**src/rtl/instr_mem_responder_pkg.sv**
```systemverilog
// ----------------------------------------------------------------------------
// instr_mem_responder_pkg -- shared instruction types, constants and FSM enum
// Revision 1.0
// ----------------------------------------------------------------------------
`default_nettype none

package instr_mem_responder_pkg;

  typedef logic [31:0] arch_reg;

  localparam arch_reg NOP_INSTR = 32'h00000013;
  localparam arch_reg RESET_PC  = 32'h01000000;

  typedef enum logic [2:0] {
    IDLE  = 3'd0,
    REQ   = 3'd1,
    HOLD  = 3'd2,
    DRAIN = 3'd3,
    FAULT = 3'd4
  } imem_state_e;

  // States in which the backing memory sees an outstanding read.
  function automatic logic is_mem_state(input imem_state_e s);
    return (s == REQ) || (s == DRAIN);
  endfunction

endpackage

`default_nettype wire

```
**src/rtl/instr_mem_responder_addr_decode.sv**
```systemverilog
// ----------------------------------------------------------------------------
// imem_addr_decode -- instruction-window check and word-index extraction
// Revision 1.0
// ----------------------------------------------------------------------------
`default_nettype none

module imem_addr_decode
  import instr_mem_responder_pkg::*;
#(
  parameter logic [31:0] BASE_ADDR = 32'h01000000,
  parameter int          MEM_WORDS = 4096
) (
  input  arch_reg                        pc,
  output logic                           in_window,
  output logic [$clog2(MEM_WORDS)-1:0]   index
);

  localparam int          AW     = $clog2(MEM_WORDS);
  // One extra bit keeps the window end from wrapping near the top of memory.
  localparam logic [32:0] WIN_LO = {1'b0, BASE_ADDR};
  localparam logic [32:0] WIN_HI = WIN_LO + (33'(MEM_WORDS) << 2);

  logic [32:0] pc_ext;
  logic        aligned;

  always_comb begin
    pc_ext    = {1'b0, pc};
    aligned   = (pc[1:0] == 2'b00);
    in_window = aligned && (pc_ext >= WIN_LO) && (pc_ext < WIN_HI);
    index     = AW'((pc - BASE_ADDR) >> 2);
  end

endmodule

`default_nettype wire

```
**src/rtl/instr_mem_responder.sv**
```systemverilog
// ----------------------------------------------------------------------------
// instr_mem_responder -- fetch-side responder in front of a word memory
// Revision 1.0
// ----------------------------------------------------------------------------
`default_nettype none

module instr_mem_responder
  import instr_mem_responder_pkg::*;
#(
  parameter logic [31:0] BASE_ADDR = 32'h01000000,
  parameter int          MEM_WORDS = 4096,
  parameter int          TIMEOUT   = 15
) (
  input  logic                         clock,
  input  logic                         reset,
  input  arch_reg                      PC_in,
  input  logic                         stall_in,
  input  logic                         flush,
  output arch_reg                      data_out,
  output logic                         data_valid,
  output logic                         fault,
  output logic                         mem_en,
  output logic [$clog2(MEM_WORDS)-1:0] mem_addr,
  input  logic [31:0]                  mem_rdata,
  input  logic                         mem_ack
);

  localparam int AW = $clog2(MEM_WORDS);
  localparam int CW = $clog2(TIMEOUT + 1);

  imem_state_e   state;
  imem_state_e   state_nxt;
  logic [CW-1:0] count;
  logic          timeout_hit;
  logic          pc_ok;
  logic [AW-1:0] pc_index;

  arch_reg       data_nxt;
  logic          valid_nxt;
  logic          fault_nxt;
  logic          en_nxt;

  imem_addr_decode #(
    .BASE_ADDR (BASE_ADDR),
    .MEM_WORDS (MEM_WORDS)
  ) u_addr_decode (
    .pc        (PC_in),
    .in_window (pc_ok),
    .index     (pc_index)
  );

  assign timeout_hit = (count == CW'(TIMEOUT - 1));

  always_ff @(posedge clock or negedge reset) begin
    if (!reset) begin
      state <= IDLE;
    end else begin
      state <= state_nxt;
    end
  end

  always_comb begin
    state_nxt = state;
    case (state)
      IDLE: begin
        if (flush)      state_nxt = IDLE;
        else if (pc_ok) state_nxt = REQ;
        else            state_nxt = FAULT;
      end
      // flush outranks ack; an un-acked flush must still retire the read.
      REQ: begin
        if (flush)            state_nxt = mem_ack ? IDLE : DRAIN;
        else if (mem_ack)     state_nxt = HOLD;
        else if (timeout_hit) state_nxt = FAULT;
        else                  state_nxt = REQ;
      end
      HOLD, FAULT: begin
        if (flush || !stall_in) state_nxt = IDLE;
      end
      DRAIN: begin
        if (mem_ack) state_nxt = IDLE;
      end
      default: state_nxt = IDLE;
    endcase
  end

  always_comb begin
    valid_nxt = (state_nxt == HOLD) || (state_nxt == FAULT);
    fault_nxt = (state_nxt == FAULT);
    en_nxt    = is_mem_state(state_nxt);
    data_nxt  = NOP_INSTR;
    if (state_nxt == HOLD) begin
      data_nxt = (state == REQ) ? mem_rdata : data_out;
    end
  end

  always_ff @(posedge clock or negedge reset) begin
    if (!reset) begin
      data_out   <= NOP_INSTR;
      data_valid <= 1'b0;
      fault      <= 1'b0;
      mem_en     <= 1'b0;
      mem_addr   <= '0;
      count      <= '0;
    end else begin
      data_out   <= data_nxt;
      data_valid <= valid_nxt;
      fault      <= fault_nxt;
      mem_en     <= en_nxt;
      if (state == IDLE && state_nxt == REQ) begin
        mem_addr <= pc_index;
      end
      count <= (state == REQ && state_nxt == REQ) ? count + CW'(1) : '0;
    end
  end

endmodule

`default_nettype wire

```
**config.mk**
```make
export PLATFORM = sky130hd
export DESIGN_NAME = instr_mem_responder
export DESIGN_NICKNAME = d
export VERILOG_FILES = /design/src/rtl/instr_mem_responder_pkg.sv /design/src/rtl/instr_mem_responder_addr_decode.sv /design/src/rtl/instr_mem_responder.sv
export SDC_FILE = /design/constraint.sdc
export NUM_CORES = 1
export LEC_CHECK = 0
export ABC_AREA = 1
export ABC_CLOCK_PERIOD_IN_PS = 1700
export CAP_MARGIN = 20
export CORE_ASPECT_RATIO = 0.6
export CORE_MARGIN = 1.5
export CORE_UTILIZATION = 42
export CTS_CLUSTER_SIZE = 14
export DETAILED_ROUTE_END_ITERATION = 8
export PLACE_DENSITY = 0.8
export SLEW_MARGIN = 20
export SYNTH_ARGS = -nofsm -noshare
export SYNTH_HDL_FRONTEND = slang
export SYNTH_HIERARCHICAL = 1
export SYNTH_SLANG_ARGS = --single-unit
```
**constraint.sdc**
```tcl
create_clock -name clock -period 1.7 [get_ports clock]
set_clock_uncertainty 0.05 [all_clocks]
set_input_delay 0.34 -clock clock [delete_from_list [all_inputs] [get_ports clock]]
set_output_delay 0.34 -clock clock [all_outputs]
set_load 0.005 [all_outputs]
```
# After elaboration in Yosys (flattened, before gate mapping)
# Cells that the tools add are included.
# totals
reg_bits	54
word_cells	44
n_memories	0
out_inout_bits	47
ram_bits	0
mem_bits_ro	0
latch_bits	0
# classes
mul	0
div	0
reduce_logical	11
shifts	0
n_bitwise	0
n_lt_le_gt_ge	2
eq_ne	10
mux	12
n_addsub	2
# ops
operator	n
two-way mux 32 bit	2
greater-or-equal comparator 32 x 25 -> 1 bit (second input constant)	1
< comparator 32 x 25 -> 1 bit (second input constant)	1
two-way mux 3 bit	7
subtractor 14 x 1 -> 14 bit (second input constant)	1
equality test 3 x 2 -> 1 bit (second input constant)	4
case mux 3 bit (4 select lines)	1
equality test 3 x 1 -> 1 bit (second input constant)	2
equality test 3 bit (second input constant)	2
adder 4 x 1 -> 4 bit (second input constant)	1
equality test 4 bit (second input constant)	1
logical AND 1 bit	4
two-way mux 4 bit	1
logical NOT 3 bit	1
logical OR 1 bit	3
logical NOT 2 bit	1
two-way mux 2 bit	1
!= test 2 x 1 -> 1 bit (second input constant)	1
OR reduction 2 bit	1
logical NOT 1 bit	1

# Logic depth before layout (Yosys ltp)
# logic_depth
ltp_word	9
mapped_depth	13

# Cells and area by module
# Netlist, hierarchy kept.
# modules_own_cells
mod	instances	area_each_um2	cells_per_inst
instr_mem_responder	1	2449.8	311
imem_addr_decode	1	187.7	35

# Worst setup path before layout
# No wires, ideal clock.
# synth_path
path_type	input -> register
startpoint	in PC_in[20]
endpoint	reg data_valid
setup_time_ns	0.121
t_arrival_ns	1.363
setup_slack_ns	0.166
t_required_ns	1.529
path_buffers	1
stages	13
path_cell_list	inv_1 nand2_1 nor2_2 nand3_1 nor2_1 inv_1 nor2_1 nand3_2 nand3_2 inv_1 nand2_2 buf_6 nand2_2
# synth_via
elab_chain_len	8
# synth_lines
item	line_no	text
start: declaration	instr_mem_responder.sv:16	input arch_reg PC_in,
greater-or-equal comparator 32 x 25 -> 1 bit	instr_mem_responder_addr_decode.sv:29	in_window = aligned && (pc_ext >= WIN_LO) && (pc_ext < WIN_HI);
logical AND 1 bit	instr_mem_responder_addr_decode.sv:29	
logical AND 1 bit (*)	instr_mem_responder_addr_decode.sv:29	
net pc_ok	instr_mem_responder.sv:35	logic pc_ok;
two-way mux 3 bit (*)	instr_mem_responder.sv:67	else if (pc_ok) state_nxt = REQ;
two-way mux 3 bit (*)	instr_mem_responder.sv:66	if (flush) state_nxt = IDLE;
case mux 3 bit (4 select lines) (*)	instr_mem_responder.sv:64	case (state)
net state_nxt[0]	instr_mem_responder.sv:32	imem_state_e state_nxt;
equality test 3 x 2 -> 1 bit / equality test 3 bit (equally long branches)	instr_mem_responder.sv:88	valid_nxt = (state_nxt == HOLD) || (state_nxt == FAULT);
logical OR 1 bit (*)	instr_mem_responder.sv:88	
net valid_nxt	instr_mem_responder.sv:39	logic valid_nxt;
end signal: assignment	instr_mem_responder.sv:107	data_valid <= valid_nxt;
end: declaration	instr_mem_responder.sv:20	output logic data_valid,
# Mark *: on every way through the listed nets, which the timed path passes. The rest lies on a longest branch.
# A chain may end at the register's enable or synchronous reset.

# Final worst setup path
# layout_path
startpoint	reg mem_addr[2]
endpoint	out mem_addr[2]
# layout_lines
item	line_no	text
start: declaration	instr_mem_responder.sv:23	output logic [$clog2(MEM_WORDS)-1:0] mem_addr,
start signal: assignment	instr_mem_responder.sv:111	mem_addr <= pc_index;
# No word-level cell between the ends.

==> qor.yml <==
status: "finished clean"
p_int_mw: 1.893
diodes: 0
yosys_most_used_dff: "dfrtp_1"
grt_max_degree: 31
seq_area_frac_synth_pct: 51.38
final_max_slew_viol_count: 0
synth_compound_area_share_pct: 3.178
drtIter0Drc: 117
cts_buffers: 5
hold_viol: 0
drc_errors: 0
cp_max_fo: 2
clock_path_buffers: 2
grt_usage_pct: 18.82
start_util_pct: 43.36
gp_congestion: 0.7859
min_period_over_period_pct: 92.26
max_freq_mhz: 637.6
switching_share_pct: 19.60
antenna_found_initial: 0
fp-row-count: 22
p_comb_share_pct: 10.1
synth_warnings: 6
worst_ir_drop_vdd_v: 0.0005111
async_flop_share_pct: 100.0
coreArea_mm2: 0.006083
synth_common_cells: "nand2_1, inv_1, nor2_1"
path_clk_slew_ns: 0.09
vias: 2364
ant_nets: 0
synth_mux_area_share_pct: 0
wirelength_mm: 6.312
synth-xor-area-share_pct: 0.6641
synth_edf_count: 0
worstMarginPinSlew_ns: 0.3716
switchingPower_mw: 0.4613
path_delay_family: "buffers and inverters"
worstSetupEndpointType: "primary output"
overflow: 0
syn_area_mm2: 0.002638
post_synth.cell_area_avg_um2: 7.623
grt_pass1_vias: 2271
min_path_type: "in -> async"
final_util_pct: 67.83
die_w_um: 105.3
drv_cap: 0
fill_cells: 513
dp_hpwl_mm: 4.638
synth_top_family_by_area: "simple AND/OR/NAND/NOR gates"
grt_pass1_wl_mm: 10.29
cts_tree: "built"
critPathLaunchType: "flop"
cts_root_buf: "clkbuf_8"
worst-path-stages: 1
critPathSlowestCell: "clkdlybuf4s50_1"
wire_per_inst_um: 11.52
io_pins: 116
max_stage_delay_ns: 0.52
timing.critical_path.cells: "clkdlybuf4s50_1"
nets: 534
synth_adder_area_share_pct: 0.9488
via_per_inst: 4.314
crit_arrival_ns: 1.18
path_class: "reg -> out"
synth_seq_cells: 54
pwr-share-clk_pct: 34.8
htreeDepth: 2
io_buffers: 115
synth_simple_gate_area_share_pct: 28.75
fp.dieArea_mm2: 0.006780
setup_viol: 0
critPathLaunch: "mem_addr[2]$_DFFE_PN0P_"
synth_area_leaders: "dfrtp_1, nand2_1, inv_1"
synth_nets: 417
yosysTopAreaCellShare_pct: 48.39
required_ns: 1.31
synth_cell_types: 24
synth.most_common_cell: "nand2_1"
multiInputGateArea_um2: 924.6
drive_gt1_share_pct: 10.99
yosys.area.top_type: "dfrtp_1"
drt_pass1_iterations: 5
seqCellArea_mm2: 0.001355
worstReg2RegEnd: "data_out[28]$_DFFE_PN0P_"
ff2ff_setup_slack_ns: 0.16
path_buf_inv: 1
period_minus_slack_ns: 1.568
clkSinkCount: 54
cts_setup_buffers: 0
syn-instance-count: 346
rsz0062_at_grt: "false"
area_growth_pct: 56.45
worst_r2r_path_depth: 11
p_leak_nw: 2.100
r2r_start: "count[0]$_DFF_PN0_"
hold_ws_ns: 0.4282
setup.worst_path.end: "mem_addr[2]"
die_y_um: 64.39
clock_latency_ns: 0.29
pwr-share-seq_pct: 55.1
power_density_mw_per_mm2: 570.4
max-slew-margin-rel_pct: 75.22
## stage by stage
stage / setup TNS (ns) / setup WS (ns) / instance area (um2) / power [mW] / cells
2_1_floorplan: 0 / 0.1660 / 2638 / 1.378 / 346
4_1_cts: 0 / 0.01593 / 3975 / 2.381 / 545
5_1_grt: 0 / 0.02967 / 4126 / 2.470 / 548
6_report: 0 / 0.1316 / 4126 / 2.354 / 548
3_5_place_dp: -13.22 / -0.2985 / 3862 / 1.565 / 536
3_3_place_gp: -11.14 / -0.2454 / 3862 / 1.561 / 536
## sequential cells by signal (all words and copies together) (netlist names)
register,cells
data_valid,1
mem_en,1
state,3
fault,1
mem_addr,12
count,4
data_out,32
## cell usage in the layout, fill, tap and decap left out, types with 2 or more instances in the layout
master           instances
nor2_1                  42
buf_4                   11
inv_2                    2
clkdlybuf4s50_1         91
nor2_2                  12
inv_1                   59
o21ai_0                 14
ha_1                     2
buf_12                   3
dlymetal6s2s_1          20
nand4_1                  3
dfstp_2                  3
nand2_2                  4
nand3_2                  3
clkbuf_1                 2
nand2_1                114
clkbuf_8                 5
nand3_1                  6
dlygate4sd2_1            3
clkbuf_16                2
dfrtp_1                 51
## cell type report
class	instances	area share, %
repair buffers	133	34.08
clock inverters	1	0.7277
multi-input cells	208	22.41
flip-flops and latches	54	32.84
clock buffers	7	1.850
inverters	61	5.549
well taps	84	2.547
## power groups by stage
stage,Sequential (mW),Combinational [mW],Clock (mW)
global route,1.30,0.264,0.907
floorplan,1.32,0.0552,0
CTS,1.30,0.245,0.839
detailed placement,1.32,0.242,0
finish,1.30,0.238,0.819
global placement,1.32,0.239,0
## layer usage
layer	global-route usage, %	wire length [um]	up-vias
met2	29.49	2803	78
met1	27.10	3129	1054
met3	5.102	346	4
met4	1.712	33	0
met5	0	0	-
li1	-	-	1228
## how the worst min path moves through the flow
stage               slack [ns]   from                 endpoint
finish                    0.43  reset  mem_addr[9]$_DFFE_PN0P_
global route              0.45  reset  mem_addr[9]$_DFFE_PN0P_
CTS                       0.44  reset  mem_addr[9]$_DFFE_PN0P_
detailed placement        0.23  reset  mem_addr[9]$_DFFE_PN0P_
global placement          0.22  reset  mem_addr[6]$_DFFE_PN0P_
floorplan               -0.006  reset       count[0]$_DFF_PN0_
## what timing repair did
item	CTS	global route
hold buffers	1	0
pin swaps	0	19
setup endpoints to repair	3	49
gates cloned	0	3
endpoints found under the hold margin	11	0
resized for setup	3	35
## kinds of logic (layout without fill, tap and decap cells)
logic type,after synthesis,after routing
DFF,54,54
and+or+nand+nor,188,188
adders and majority gates,2,2
AOI/OAI and AO/OA,16,16
buffers and inverters,84,202
xor gates and xnor gates,2,2
Power figures use the tool's default switching activity.
